===== src/rtl/aer_pkg.sv =====
// aer_pkg: state encoding and AER word constants shared by the
// input scheduler and its wait counter.
package aer_pkg;
  localparam int unsigned AER_W = 16;
  localparam logic [AER_W-1:0] STEP_MARK = 16'hFFFF;
  localparam logic [AER_W-1:0] FRAME_MARK = '0;

  typedef enum logic [2:0] {
    S_IDLE,
    S_FETCH,
    S_DECODE,
    S_ISSUE,
    S_LAUNCH,
    S_WAITREQ,
    S_STEP_END,
    S_DONE
  } sched_state_e;
endpackage


===== src/rtl/aer_sched_wait_cnt.sv =====
// aer_sched_wait_cnt: loadable down-counter that saturates at zero,
// used for the launch holdoff and the optional request watchdog.
module aer_sched_wait_cnt #(
  parameter int unsigned W = 4
) (
  input  logic         clk_i,
  input  logic         rst_i,
  input  logic         load_i,
  input  logic         en_i,
  input  logic [W-1:0] load_val_i,
  output logic         zero_o
);
  logic [W-1:0] cnt_q;

  always_ff @(posedge clk_i) begin
    if (rst_i) begin
      cnt_q <= '0;
    end else if (load_i) begin
      cnt_q <= load_val_i;
    end else if (en_i && (cnt_q != '0)) begin
      cnt_q <= cnt_q - 1'b1;
    end
  end

  assign zero_o = (cnt_q == '0);
endmodule


===== src/rtl/aer_input_scheduler.sv =====
// aer_input_scheduler: feeds RAM events to conv layer 1 one at a time.
// Optional request watchdog enabled by AER_SCHED_TIMEOUT_EN.
module aer_input_scheduler
  import aer_pkg::*;
#(
  parameter int unsigned ADDR_W      = 10,
  parameter int unsigned LAUNCH_WAIT = 3,
  parameter int unsigned TMO_CYC     = 4096
) (
  input  logic              work_clk,
  input  logic              rst_n,
  input  logic              start,
  input  logic              abort,
  output logic              ev_rd_en,
  output logic [ADDR_W-1:0] ev_rd_addr,
  input  logic [AER_W-1:0]  ev_rd_data,
  output logic [AER_W-1:0]  conv_aer_o,
  input  logic              conv_req_i,
  output logic              busy,
  output logic              step_done,
  output logic              frame_done,
  output logic [7:0]        step_cnt,
  output logic              dup_skip,
  output logic              ovf,
  output logic              tmo_err
);
  localparam int unsigned LW = $clog2(LAUNCH_WAIT) + 1;

  sched_state_e      state_q;
  logic              rd_en_q;
  logic [ADDR_W-1:0] addr_q;
  logic [AER_W-1:0]  aer_q;
  logic [AER_W-1:0]  last_ev_q;
  logic [7:0]        step_cnt_q;
  logic              busy_q;
  logic              step_done_q;
  logic              frame_done_q;
  logic              dup_skip_q;
  logic              ovf_q;
  logic              tmo_err_q;
  logic              wrap_q;

  logic at_end;
  logic is_frame;
  logic is_step;
  logic is_dup;
  logic l_zero;
  logic tmo_hit;

  assign at_end   = &addr_q;
  assign is_frame = (ev_rd_data == FRAME_MARK);
  assign is_step  = (ev_rd_data == STEP_MARK);
  assign is_dup   = (ev_rd_data == last_ev_q) && !is_frame && !is_step;

  aer_sched_wait_cnt #(.W(LW)) u_launch (
    .clk_i      (work_clk),
    .rst_i      (rst_n),
    .load_i     (state_q != S_LAUNCH),
    .en_i       (state_q == S_LAUNCH),
    .load_val_i (LW'(LAUNCH_WAIT - 1)),
    .zero_o     (l_zero)
  );

`ifdef AER_SCHED_TIMEOUT_EN
  localparam int unsigned TW = $clog2(TMO_CYC) + 1;
  logic tmo_run;
  logic tmo_zero;

  assign tmo_run = (state_q == S_WAITREQ) || (state_q == S_STEP_END);

  aer_sched_wait_cnt #(.W(TW)) u_tmo (
    .clk_i      (work_clk),
    .rst_i      (rst_n),
    .load_i     (!tmo_run),
    .en_i       (tmo_run),
    .load_val_i (TW'(TMO_CYC - 1)),
    .zero_o     (tmo_zero)
  );

  assign tmo_hit = tmo_run & tmo_zero & ~conv_req_i;
`else
  logic unused_tmo;
  assign unused_tmo = (TMO_CYC != 0);
  assign tmo_hit    = 1'b0;
`endif

  always_ff @(posedge work_clk) begin
    if (rst_n) begin
      state_q      <= S_IDLE;
      rd_en_q      <= 1'b0;
      addr_q       <= '0;
      aer_q        <= '0;
      last_ev_q    <= '0;
      step_cnt_q   <= '0;
      busy_q       <= 1'b0;
      step_done_q  <= 1'b0;
      frame_done_q <= 1'b0;
      dup_skip_q   <= 1'b0;
      ovf_q        <= 1'b0;
      tmo_err_q    <= 1'b0;
      wrap_q       <= 1'b0;
    end else if (abort) begin
      state_q      <= S_IDLE;
      rd_en_q      <= 1'b0;
      aer_q        <= '0;
      busy_q       <= 1'b0;
      step_done_q  <= 1'b0;
      frame_done_q <= 1'b0;
      dup_skip_q   <= 1'b0;
    end else begin
      rd_en_q      <= 1'b0;
      aer_q        <= '0;
      step_done_q  <= 1'b0;
      frame_done_q <= 1'b0;
      dup_skip_q   <= 1'b0;
      unique case (state_q)
        S_IDLE: begin
          if (start) begin
            state_q    <= S_FETCH;
            rd_en_q    <= 1'b1;
            busy_q     <= 1'b1;
            addr_q     <= '0;
            step_cnt_q <= '0;
            ovf_q      <= 1'b0;
            tmo_err_q  <= 1'b0;
            wrap_q     <= 1'b0;
          end
        end
        S_FETCH: state_q <= S_DECODE;
        S_DECODE: begin
          unique case (1'b1)
            is_frame: begin
              state_q      <= S_DONE;
              frame_done_q <= 1'b1;
            end
            is_step: state_q <= S_STEP_END;
            is_dup: begin
              dup_skip_q <= 1'b1;
              if (at_end) begin
                ovf_q        <= 1'b1;
                state_q      <= S_DONE;
                frame_done_q <= 1'b1;
              end else begin
                addr_q  <= addr_q + 1'b1;
                state_q <= S_FETCH;
                rd_en_q <= 1'b1;
              end
            end
            default: begin
              last_ev_q <= ev_rd_data;
              aer_q     <= ev_rd_data;
              state_q   <= S_ISSUE;
            end
          endcase
        end
        S_ISSUE: begin
          // remember the wrap so the last-address event still gets its wait
          wrap_q  <= at_end;
          addr_q  <= addr_q + 1'b1;
          state_q <= S_LAUNCH;
        end
        S_LAUNCH: begin
          if (l_zero) state_q <= S_WAITREQ;
        end
        S_WAITREQ: begin
          if (conv_req_i) begin
            if (wrap_q) begin
              ovf_q        <= 1'b1;
              state_q      <= S_DONE;
              frame_done_q <= 1'b1;
            end else begin
              state_q <= S_FETCH;
              rd_en_q <= 1'b1;
            end
          end else if (tmo_hit) begin
            tmo_err_q    <= 1'b1;
            frame_done_q <= 1'b1;
            busy_q       <= 1'b0;
            state_q      <= S_IDLE;
          end
        end
        S_STEP_END: begin
          if (conv_req_i) begin
            step_done_q <= 1'b1;
            step_cnt_q  <= step_cnt_q + 8'd1;
            if (at_end) begin
              ovf_q        <= 1'b1;
              state_q      <= S_DONE;
              frame_done_q <= 1'b1;
            end else begin
              addr_q  <= addr_q + 1'b1;
              state_q <= S_FETCH;
              rd_en_q <= 1'b1;
            end
          end else if (tmo_hit) begin
            tmo_err_q    <= 1'b1;
            frame_done_q <= 1'b1;
            busy_q       <= 1'b0;
            state_q      <= S_IDLE;
          end
        end
        S_DONE: begin
          state_q <= S_IDLE;
          busy_q  <= 1'b0;
        end
        default: state_q <= S_IDLE;
      endcase
    end
  end

  assign ev_rd_en   = rd_en_q;
  assign ev_rd_addr = addr_q;
  assign conv_aer_o = aer_q;
  assign busy       = busy_q;
  assign step_done  = step_done_q;
  assign frame_done = frame_done_q;
  assign step_cnt   = step_cnt_q;
  assign dup_skip   = dup_skip_q;
  assign ovf        = ovf_q;
  assign tmo_err    = tmo_err_q;
endmodule


===== config.mk =====
export PLATFORM = sky130hd
export DESIGN_NAME = aer_input_scheduler
export DESIGN_NICKNAME = d
export VERILOG_FILES = /design/src/rtl/aer_pkg.sv /design/src/rtl/aer_sched_wait_cnt.sv /design/src/rtl/aer_input_scheduler.sv
export SDC_FILE = /design/constraint.sdc
export NUM_CORES = 1
export LEC_CHECK = 0
export CAP_MARGIN = 5
export CELL_PAD_IN_SITES_DETAIL_PLACEMENT = 2
export CELL_PAD_IN_SITES_GLOBAL_PLACEMENT = 2
export CORE_ASPECT_RATIO = 0.9
export CORE_MARGIN = 2
export CORE_UTILIZATION = 31
export DETAILED_ROUTE_END_ITERATION = 6
export MAX_ROUTING_LAYER = met4
export PLACE_DENSITY_LB_ADDON = 0.08
export SYNTH_ARGS = -nofsm -noshare
export SYNTH_HDL_FRONTEND = slang
export SYNTH_HIERARCHICAL = 1
export SYNTH_SLANG_ARGS = --single-unit

===== constraint.sdc =====
create_clock -name work_clk -period 2.7 [get_ports work_clk]
set_input_delay 0.675 -clock work_clk [delete_from_list [all_inputs] [get_ports work_clk]]
set_output_delay 0.675 -clock work_clk [all_outputs]
set_load 0.005 [all_outputs]

==> out/summary.txt, run 1 <==
status: finished clean
Critical Path RT: 2.99 ns
CTS Buf Count: 9
post-route setup TNS: 0 ns
port buffer count: 60
average wire per standard cell: 17.0 um
Critical Path Fanout Max: 7
Cell Area, Synth: 3130 um^2
Seq cells post-synth: 63
hold buffers post-CTS: 0
clock share of power: 45.2%
DP Cell Count: 550
FFs w/ async S/R, synth: 0%
Post-DRT Antenna Nets: 0
crit-path cells: clkdlybuf4s50_1 > nand4_1 > or4_1 > nand2_2 > o21bai_4 > buf_4 > buf_4 > a31o_2 > a21oi_1
post-synthesis sequential area ratio: 40.2%
Slew headroom: 58.9%
Nets: 462
placed cell area: 4040 um^2
Tightest Hold Check Type: reg -> reg
Non-Filler Instances: 568
Chip Height: 99.4 um
drt first pass iters: 4
Worst Tran Pin Value: 0.615 ns
number of synthesized flops with an enable pin: 0
critical path class: in -> reg
Int Power: 1.56 mW
diode count: 0
Die X: 110 um
Total GRT Usage: 19.5%
vias: 2870
DR vias/cell: 5.05
delay-heaviest family, CP: buffers and inverters
clock buffer depth: 2
CTS tree: done
CP max-delay cell: clkdlybuf4s50_1
Reg2Reg Depth: 6
overall power: 2.11 mW
# rows: 34
largest net degree at the start of global routing: 34
Hold Path Cell Cnt: 2
CP bufs+invs: 3
DRC viols: 0
Switching Share: 26.0%
number of global-route vias before repair: 3101
r2r setup slk: 0.45 ns
Synth warnings: 6
Critical Path Start Type: input pin
syn_area_per_cell: 9.01 um^2
Initial Util: 32.2%
Synth area leader: dfxtp_1
initial antenna violation count: 0
Clock Pin Slew Worst Setup and Hold Paths: 0.08 ns
Psw: 0.549 mW
final worst-path cycle share: 94.7%
Final Cell Area: 4300 um^2
fmax: 391 MHz
Clock Root Buffer: clkbuf_8
htree depth: 3
num ports: 62
Layout Utilization: 44.1%
part of the power in combinational logic: 9.9%
post-place setup slack: -0.351 ns
share of the synthesized area in the top cell type: 40.2%
sequential power share: 44.9%
max-cap viol count: 0
top cells by area, synth: dfxtp_1 40%, mux2i_1 6.1%, xor2_1 5.6%
GP Congestion: 0.746
critical path endpoint category: register
DR iter-0 viols: 65
Final Hold Fails: 0
Synth Flop Type: dfxtp_1
max-slew violations: 0
Final setup violation count: 0
Sink Count: 63
CP dominant cell by count: buf_4
PD cells: 492 nW/um^2
ratio of cells with drive above 1 in the final layout: 15.2%
Worst Skew: 0.0102 ns
Core ar.: 9740 um^2
Leak: 1.59 nW
Distinct cells, synth: 59
Hold Slack: 0.499 ns
CP arrival: 2.85 ns
grt ovf: 0
fin crit period: 2.56 ns
Syn Inst Count: 348
Clock Latency Late Sink: 0.35 ns
Worst path depth: 9
die area: 10900 um^2
smallest setup slack after layout: 0.142 ns
Synth-to-Final Area Change: 37.1%
Max IR drop VDD: 0.288 mV
Worst path max stage delay: 0.60 ns
first-pass GRT wire length: 16000 um
dpl hpwl: 7010 um
final WL: 9670 um
[Yosys cell counts (all sizes together), types with 2 or more instances]
master and n:
and3 3, nor3b 2, nor4 12, buf 9, xnor2 2, xor2 20
nand3 10, and4 3, o21ai 11, conb 2, nand4 13, o21bai 2
a31o 5, nor3 6, nand3b 6, nor2b 4, a211oi 3, or3 7
nor2 34, clkbuf 9, nand2 21, o41ai 2, inv 15, a31oi 5
nand2b 10, dfxtp 63, a21oi 14, and2 17, mux2 2, ha 4
mux2i 19
[layer usage]
metal / wire (um) / GRT usage (%) / up-vias
li1: - / - / 1407
met1: 4800 / 25.4 / 1406
met2: 4480 / 30.2 / 46
met3: 283 / 4.85 / 11
met4: 112 / 4.97 / 0
met5: 0 / - / -
[state kept, by name (all words and copies together), names as in the netlist]
signal and cells:
state_q 3, wrap_q 1, dup_skip 1, busy 1, frame_done 1, step_cnt 8, ev_rd_addr 10, ev_rd_en 1
last_ev_q 16, step_done 1, u_launch/cnt_q 3, ovf 1, conv_aer_o 16
[layout by cell type (no fill, tap or decap), types with 3 or more instances in the layout]
cell type | Yosys | layout
and2_1 | 16 | 16
or3_1 | 7 | 7
nand3_1 | 10 | 10
nand4_1 | 12 | 12
ha_1 | 4 | 4
inv_1 | 15 | 15
nand2b_1 | 9 | 9
a21oi_1 | 14 | 14
nor2b_1 | 4 | 4
a31o_1 | 3 | 3
o21ai_0 | 11 | 11
nor3_1 | 5 | 5
dfxtp_1 | 63 | 63
clkbuf_8 | 0 | 9
and4_1 | 3 | 3
clkdlybuf4s50_1 | 0 | 60
nor4_1 | 7 | 7
and3_1 | 3 | 3
nor2_1 | 33 | 32
nor4_2 | 4 | 3
nand2_1 | 20 | 20
xor2_1 | 20 | 20
nand3b_1 | 6 | 6
conb_1 | 2 | 4
buf_4 | 2 | 33
a31oi_1 | 5 | 5
mux2i_1 | 19 | 19
[worst register-to-register path: cells and delay by family (launching register included)]
kind | cells | cell delay [ns]
AOI/OAI and AO/OA | 3 | 0.65
and+or+nand+nor | 3 | 0.99
DFF | 1 | 0.51
[power groups by stage]
stage	combinational, mW	clock, mW	sequential (mW)
after floorplan	0.0994	0	0.966
after global placement	0.199	0	0.971
after detailed placement	0.205	0	0.971
after CTS	0.208	0.983	0.949
after global routing	0.229	1.03	0.951
final	0.208	0.955	0.949
[final timing paths]
kind                           endpoint                startpoint
max          ev_rd_addr[9]$_SDFFE_PP0P_             ev_rd_data[8]
min            step_cnt[7]$_SDFFE_PP0P_  step_cnt[7]$_SDFFE_PP0P_
max reg2reg  ev_rd_addr[3]$_SDFFE_PP0P_   state_q[0]$_SDFFE_PP0P_
min reg2reg    step_cnt[7]$_SDFFE_PP0P_  step_cnt[7]$_SDFFE_PP0P_
[layout make-up]
type / count / area [um^2]
fillers: 1093 / 5440
multi-input cells: 254 / 1730
flip-flops and latches: 63 / 1260
repair buffers: 94 / 868
well taps: 126 / 158
clock buffers: 10 / 128
clock inverters: 6 / 92.6
inverters: 15 / 56.3
[kinds of logic (layout without fill, tap and decap cells)]
kind of cell | Yosys count | count (layout) | synth area share [%]
DFF | 63 | 63 | 40.2
buffers and inverters | 33 | 125 | 5.31
other | 2 | 4 | 0.240
muxes | 21 | 21 | 6.79
and+or+nand+nor | 152 | 152 | 28.4
AOI/OAI and AO/OA | 51 | 51 | 11.3
adders and majority gates | 4 | 4 | 1.60
xor gates and xnor gates | 22 | 22 | 6.15
[what timing repair did]
item | 4_1_cts | 5_1_grt
endpoints found under the setup margin | 5 | 7
buffers inserted | 0 | 2
resized for setup | 1 | 2
pin swaps | 0 | 1
Power figures use the tool's default switching activity.
==> run 2, diff against run 1 <==
--- a/config.mk
+++ b/config.mk
@@ -5,11 +5,11 @@
 export SDC_FILE = /design/constraint.sdc
 export NUM_CORES = 1
 export LEC_CHECK = 0
+export ABC_CLOCK_PERIOD_IN_PS = 2700
 export CAP_MARGIN = 5
 export CELL_PAD_IN_SITES_DETAIL_PLACEMENT = 2
 export CELL_PAD_IN_SITES_GLOBAL_PLACEMENT = 2
 export CORE_ASPECT_RATIO = 0.9
-export CORE_MARGIN = 2
 export CORE_UTILIZATION = 31
 export DETAILED_ROUTE_END_ITERATION = 6
 export MAX_ROUTING_LAYER = met4
==> run 2 against run 1 <==
  * First-iteration DRC count grew 32%
  * Via count shrank 1.1%
  * Global-route usage up 0.23 points
  * Worst setup slack better by 0.052 ns
  * Utilization down 0.13 points
  * Sequential power is essentially flat
  * Die area is 3.8% lower
  * Clock-buffer cell count did not move
  * Critical endpoint is now ev_rd_addr[7]$_SDFFE_PP0P_
  * Largest cell class unchanged
  * Largest power group unchanged
==> out/summary.txt, run 2 (synthesis gave the netlist of run 1 again) <==
status: finished clean
Worst Skew: 0.0111 ns
Clock Latency Late Sink: 0.34 ns
PD cells: 491 nW/um^2
final WL: 9240 um
most frequent cells in the layout: 63 x dfxtp_1, 60 x clkdlybuf4s50_1, 32 x nor2_1, 30 x buf_4
Final Cell Area: 4290 um^2
DRC viols: 0
drt first pass iters: 4
Final setup violation count: 0
Layout Utilization: 44.0%
# fillers: 1069
max-cap viol count: 0
first-pass GRT wire length: 15600 um
critical path endpoint category: register
CTS tree: done
clock buffer depth: 2
area of the multi-input gates: 1730 um^2
commonest non-fill, non-tap cell in the layout: dfxtp_1
largest net degree at the start of global routing: 34
Critical Path RT: 2.92 ns
Post-DRT Antenna Nets: 0
Core ar.: 9740 um^2
Clock Pin Slew Worst Setup and Hold Paths: 0.07 ns
Non-Filler Instances: 565
Final Hold Fails: 0
Hold Slack: 0.506 ns
Worst Tran Pin Value: 0.614 ns
Total GRT Usage: 19.7%
htree depth: 3
RSZ-0062 raised after global routing: no
# rows: 34
port buffer count: 60
register area: 1260 um^2
dpl hpwl: 6840 um
DR vias/cell: 5.02
Critical Path Start Type: input pin
initial antenna violation count: 0
Synth-to-Final Area Change: 36.7%
vias: 2837
die area: 10500 um^2
Nets: 459
Slew headroom: 59.0%
max-slew violations: 0
CP arrival: 2.73 ns
diode count: 0
fin crit period: 2.51 ns
number of global-route vias before repair: 3007
ratio of cells with drive above 1 in the final layout: 14.8%
Leak: 1.58 nW
Initial Util: 32.2%
Tightest Hold Check Type: reg -> reg
hold buffers post-CTS: 0
Chip Height: 97.4 um
grt ovf: 0
CTS Buf Count: 9
final worst-path cycle share: 92.8%
num ports: 62
GP Congestion: 0.751
DP Cell Count: 548
Max IR drop VDD: 0.195 mV
fmax: 399 MHz
DR iter-0 viols: 86
Clock Root Buffer: clkbuf_8
Die X: 108 um
Sink Count: 63
critical path class: in -> reg
placed cell area: 4030 um^2
average wire per standard cell: 16.4 um
Critical Path Fanout Max: 7
## run 2: changes by cell type in the layout (fill, tap and decap cells not counted)
cell / before / now
buf_4: 33 / 30
clkbuf_1: 1 / 0
clkbuf_8: 9 / 10
clkinv_4: 0 / 1
inv_6: 2 / 1
## run 2: worst paths after layout
| path | startpoint | slack [ns] | cells after the start | endpoint |
|---|---|---|---|---|
| setup / recovery | ev_rd_data[11] | 0.19 | 7 | ev_rd_addr[7]$_SDFFE_PP0P_ |
| setup reg to reg | state_q[1]$_SDFFE_PP0P_ | 0.43 | 6 | ev_rd_addr[7]$_SDFFE_PP0P_ |
| hold / removal | step_cnt[7]$_SDFFE_PP0P_ | 0.51 | 2 | step_cnt[7]$_SDFFE_PP0P_ |
| hold reg to reg | step_cnt[7]$_SDFFE_PP0P_ | 0.51 | 2 | step_cnt[7]$_SDFFE_PP0P_ |
## run 2: through the flow
stage          total power, mW  setup slack [ns]  TNS [ns]
2_1_floorplan             1.07             0.572         0
3_3_place_gp              1.17            -0.300     -9.95
3_5_place_dp              1.18            -0.390    -12.19
4_1_cts                   2.14            0.0295         0
5_1_grt                   2.20            0.0187         0
6_report                  2.11             0.194         0
## run 2: report_power, final
part           switching [mW]  leakage [nW]  internal [mW]  total, mW
registers              0.0104         0.509          0.938      0.948
logic                   0.109         0.962         0.0993      0.209
clock network           0.399         0.109          0.549      0.949
## run 2: layout make-up
cell class	instances	share of cell area [%]
flip-flops and latches	63	29.4
inverters	15	1.31
repair buffers	91	19.7
well taps	126	3.68
clock inverters	6	2.16
multi-input cells	254	40.5
clock buffers	10	3.21
## run 2: per-layer routing
| layer | track usage (%) | up-vias | part of all wire (%) |
|---|---|---|---|
| li1 | - | 1396 | - |
| met1 | 26.7 | 1398 | 52 |
| met2 | 29.7 | 37 | 45 |
| met3 | 3.76 | 6 | 2.2 |
| met4 | 5.69 | 0 | 0.87 |
| met5 | - | - | 0 |
## run 2: critical path, cell delays in order
cell and delay (ns):
clkdlybuf4s50_1 0.51, xor2_1 0.21, nor4_4 0.43, nand4_4 0.20
o21bai_4 0.24, nand3_1 0.14, mux2_1 0.32
## run 2: timing repair
action                     4_1_cts  5_1_grt
setup endpoints to repair        4       10
pin swaps                        0        1
setup buffers                    0        1
resized for setup                1        2
==> run 3, diff against run 2 <==
--- a/config.mk
+++ b/config.mk
@@ -6,11 +6,11 @@
 export NUM_CORES = 1
 export LEC_CHECK = 0
 export ABC_CLOCK_PERIOD_IN_PS = 2700
-export CAP_MARGIN = 5
+export CAP_MARGIN = 20
 export CELL_PAD_IN_SITES_DETAIL_PLACEMENT = 2
 export CELL_PAD_IN_SITES_GLOBAL_PLACEMENT = 2
 export CORE_ASPECT_RATIO = 0.9
-export CORE_UTILIZATION = 31
+export CORE_UTILIZATION = 25
 export DETAILED_ROUTE_END_ITERATION = 6
 export MAX_ROUTING_LAYER = met4
 export PLACE_DENSITY_LB_ADDON = 0.08
==> run 3 against run 2 <==
  * Wire length increased by 6.2%
  * Clock-buffer cell count increased by 3
  * Worst hold slack got worse by 0.027 ns
  * Critical path type unchanged
==> out/summary.txt, run 3 (synthesis gave the netlist of run 1 again) <==
fmax: 396 MHz
CP bufs+invs: 2
Chip Height: 108 um
Core ar.: 12100 um^2
Critical Path Start Type: input pin
postcts setup bufs: 0
DR vias/cell: 4.73
critical path class: in -> reg
CP max-delay cell: clkdlybuf4s50_1
drt first pass iters: 4
Final Cell Area: 4430 um^2
Layout Utilization: 36.6%
Sink Count: 63
vias: 2850
Worst Tran Pin Value: 0.652 ns
Clock Root Buffer: clkbuf_16
Leak: 1.66 nW
largest net degree at the start of global routing: 34
overall power: 2.36 mW
CTS Buf Count: 9
met3 usage in global routing: 4.75%
Non-Filler Instances: 602
M1 GR Usage: 20.8%
Hold Slack: 0.480 ns
worst setup path start: ev_rd_data[13]
Final Hold Fails: 0
initial antenna violation count: 0
placed cell area: 4100 um^2
DRC viols: 0
RR Startpoint: state_q[1]$_SDFFE_PP0P_
RSZ-0062 raised after global routing: no
DR iter-0 viols: 72
Clock Latency Late Sink: 0.34 ns
Nets: 462
GP Congestion: 0.766
Worst Skew: 0.00800 ns
Tightest Hold Check Type: reg -> reg
Die X: 120 um
Worst path max stage delay: 0.58 ns
grt ovf: 0
port buffer count: 60
Synth-to-Final Area Change: 41.4%
Critical Path RT: 2.96 ns
Critical Path Fanout Max: 7
number of global-route vias before repair: 3043
first-pass GRT wire length: 16000 um
htree depth: 3
CP arrival: 2.79 ns
Total GRT Usage: 16.7%
max-cap viol count: 0
delay-heaviest family, CP: simple AND/OR/NAND/NOR gates
die area: 13000 um^2
DP Cell Count: 586
dpl hpwl: 7240 um
crit-path cells: clkdlybuf4s50_1 > nand4_1 > or4_1 > nand2_2 > o21bai_4 > buf_4 > a31o_2 > a21oi_1
PD cells: 532 nW/um^2
final worst-path cycle share: 93.6%
diode count: 0
fin crit period: 2.53 ns
max-slew violations: 0
Global Route met2 Usage: 26.4%
commonest non-fill, non-tap cell in the layout: dfxtp_1
Clock Pin Slew Worst Setup and Hold Paths: 0.05 ns
Max IR drop VDD: 0.355 mV
average wire per standard cell: 16.3 um
Final setup violation count: 0
ratio of cells with drive above 1 in the final layout: 15.8%
CTS tree: done
final WL: 9810 um
num ports: 62
Initial Util: 25.9%
# rows: 38
critical path endpoint category: register
GR peak layer: met2
Post-DRT Antenna Nets: 0
r2r setup slk: 0.43 ns
clock buffer depth: 2
most frequent cells in the layout: 63 x dfxtp_1, 58 x clkdlybuf4s50_1, 33 x buf_4, 32 x nor2_1, 20 x xor2_1
status: finished clean
worst hold start: ovf$_SDFFE_PP0P_
Slew headroom: 56.5%
## run 3: final timing paths
kind                                end  cells past startpoint
max          ev_rd_addr[9]$_SDFFE_PP0P_                      8
min                    ovf$_SDFFE_PP0P_                      2
max reg2reg  ev_rd_addr[3]$_SDFFE_PP0P_                      7
min reg2reg            ovf$_SDFFE_PP0P_                      2
## run 3: per-stage QoR
step | worst slack [ns] | setup TNS (ns)
after CTS | 0.0709 | 0
after global placement | -0.241 | -7.00
after detailed placement | -0.279 | -8.78
final | 0.172 | 0
after global routing | 0.0337 | 0
after floorplan | 0.572 | 0
## run 3: layout make-up
type                            count  area, um^2
Fill cell                        1346        7690
Multi-Input combinational cell    254        1730
Sequential cell                    63        1260
Timing Repair Buffer               94         873
Clock buffer                       13         270
Tap cell                          160         200
Inverter                           15        56.3
Clock inverter                      3        40.0
## run 3: per-layer routing
layer,part of all wire [%],routed length [um],vias to the layer above
li1,-,-,1397
met1,50,4880,1409
met2,46,4540,36
met5,0,0,-
met3,2.9,285,8
met4,1.1,104,0
## run 3: power breakdown
part / total (mW) / internal (mW) / switching, mW
sequential: 0.953 / 0.940 / 0.0124
clock: 1.20 / 0.786 / 0.411
combinational: 0.209 / 0.101 / 0.109
## run 3: repair_timing
action,4_1_cts,5_1_grt
endpoints found under the setup margin,0,19
gates resized for setup,0,7
hold buffers,0,0
## run 3: worst register-to-register path, stage by stage (launching register included)
cell      delay (ns)
dfxtp_1         0.70
mux2i_1         0.22
a211oi_2        0.32
a31oi_1         0.18
nor2_2          0.28
buf_4           0.22
a31o_2          0.17
o41ai_2         0.06
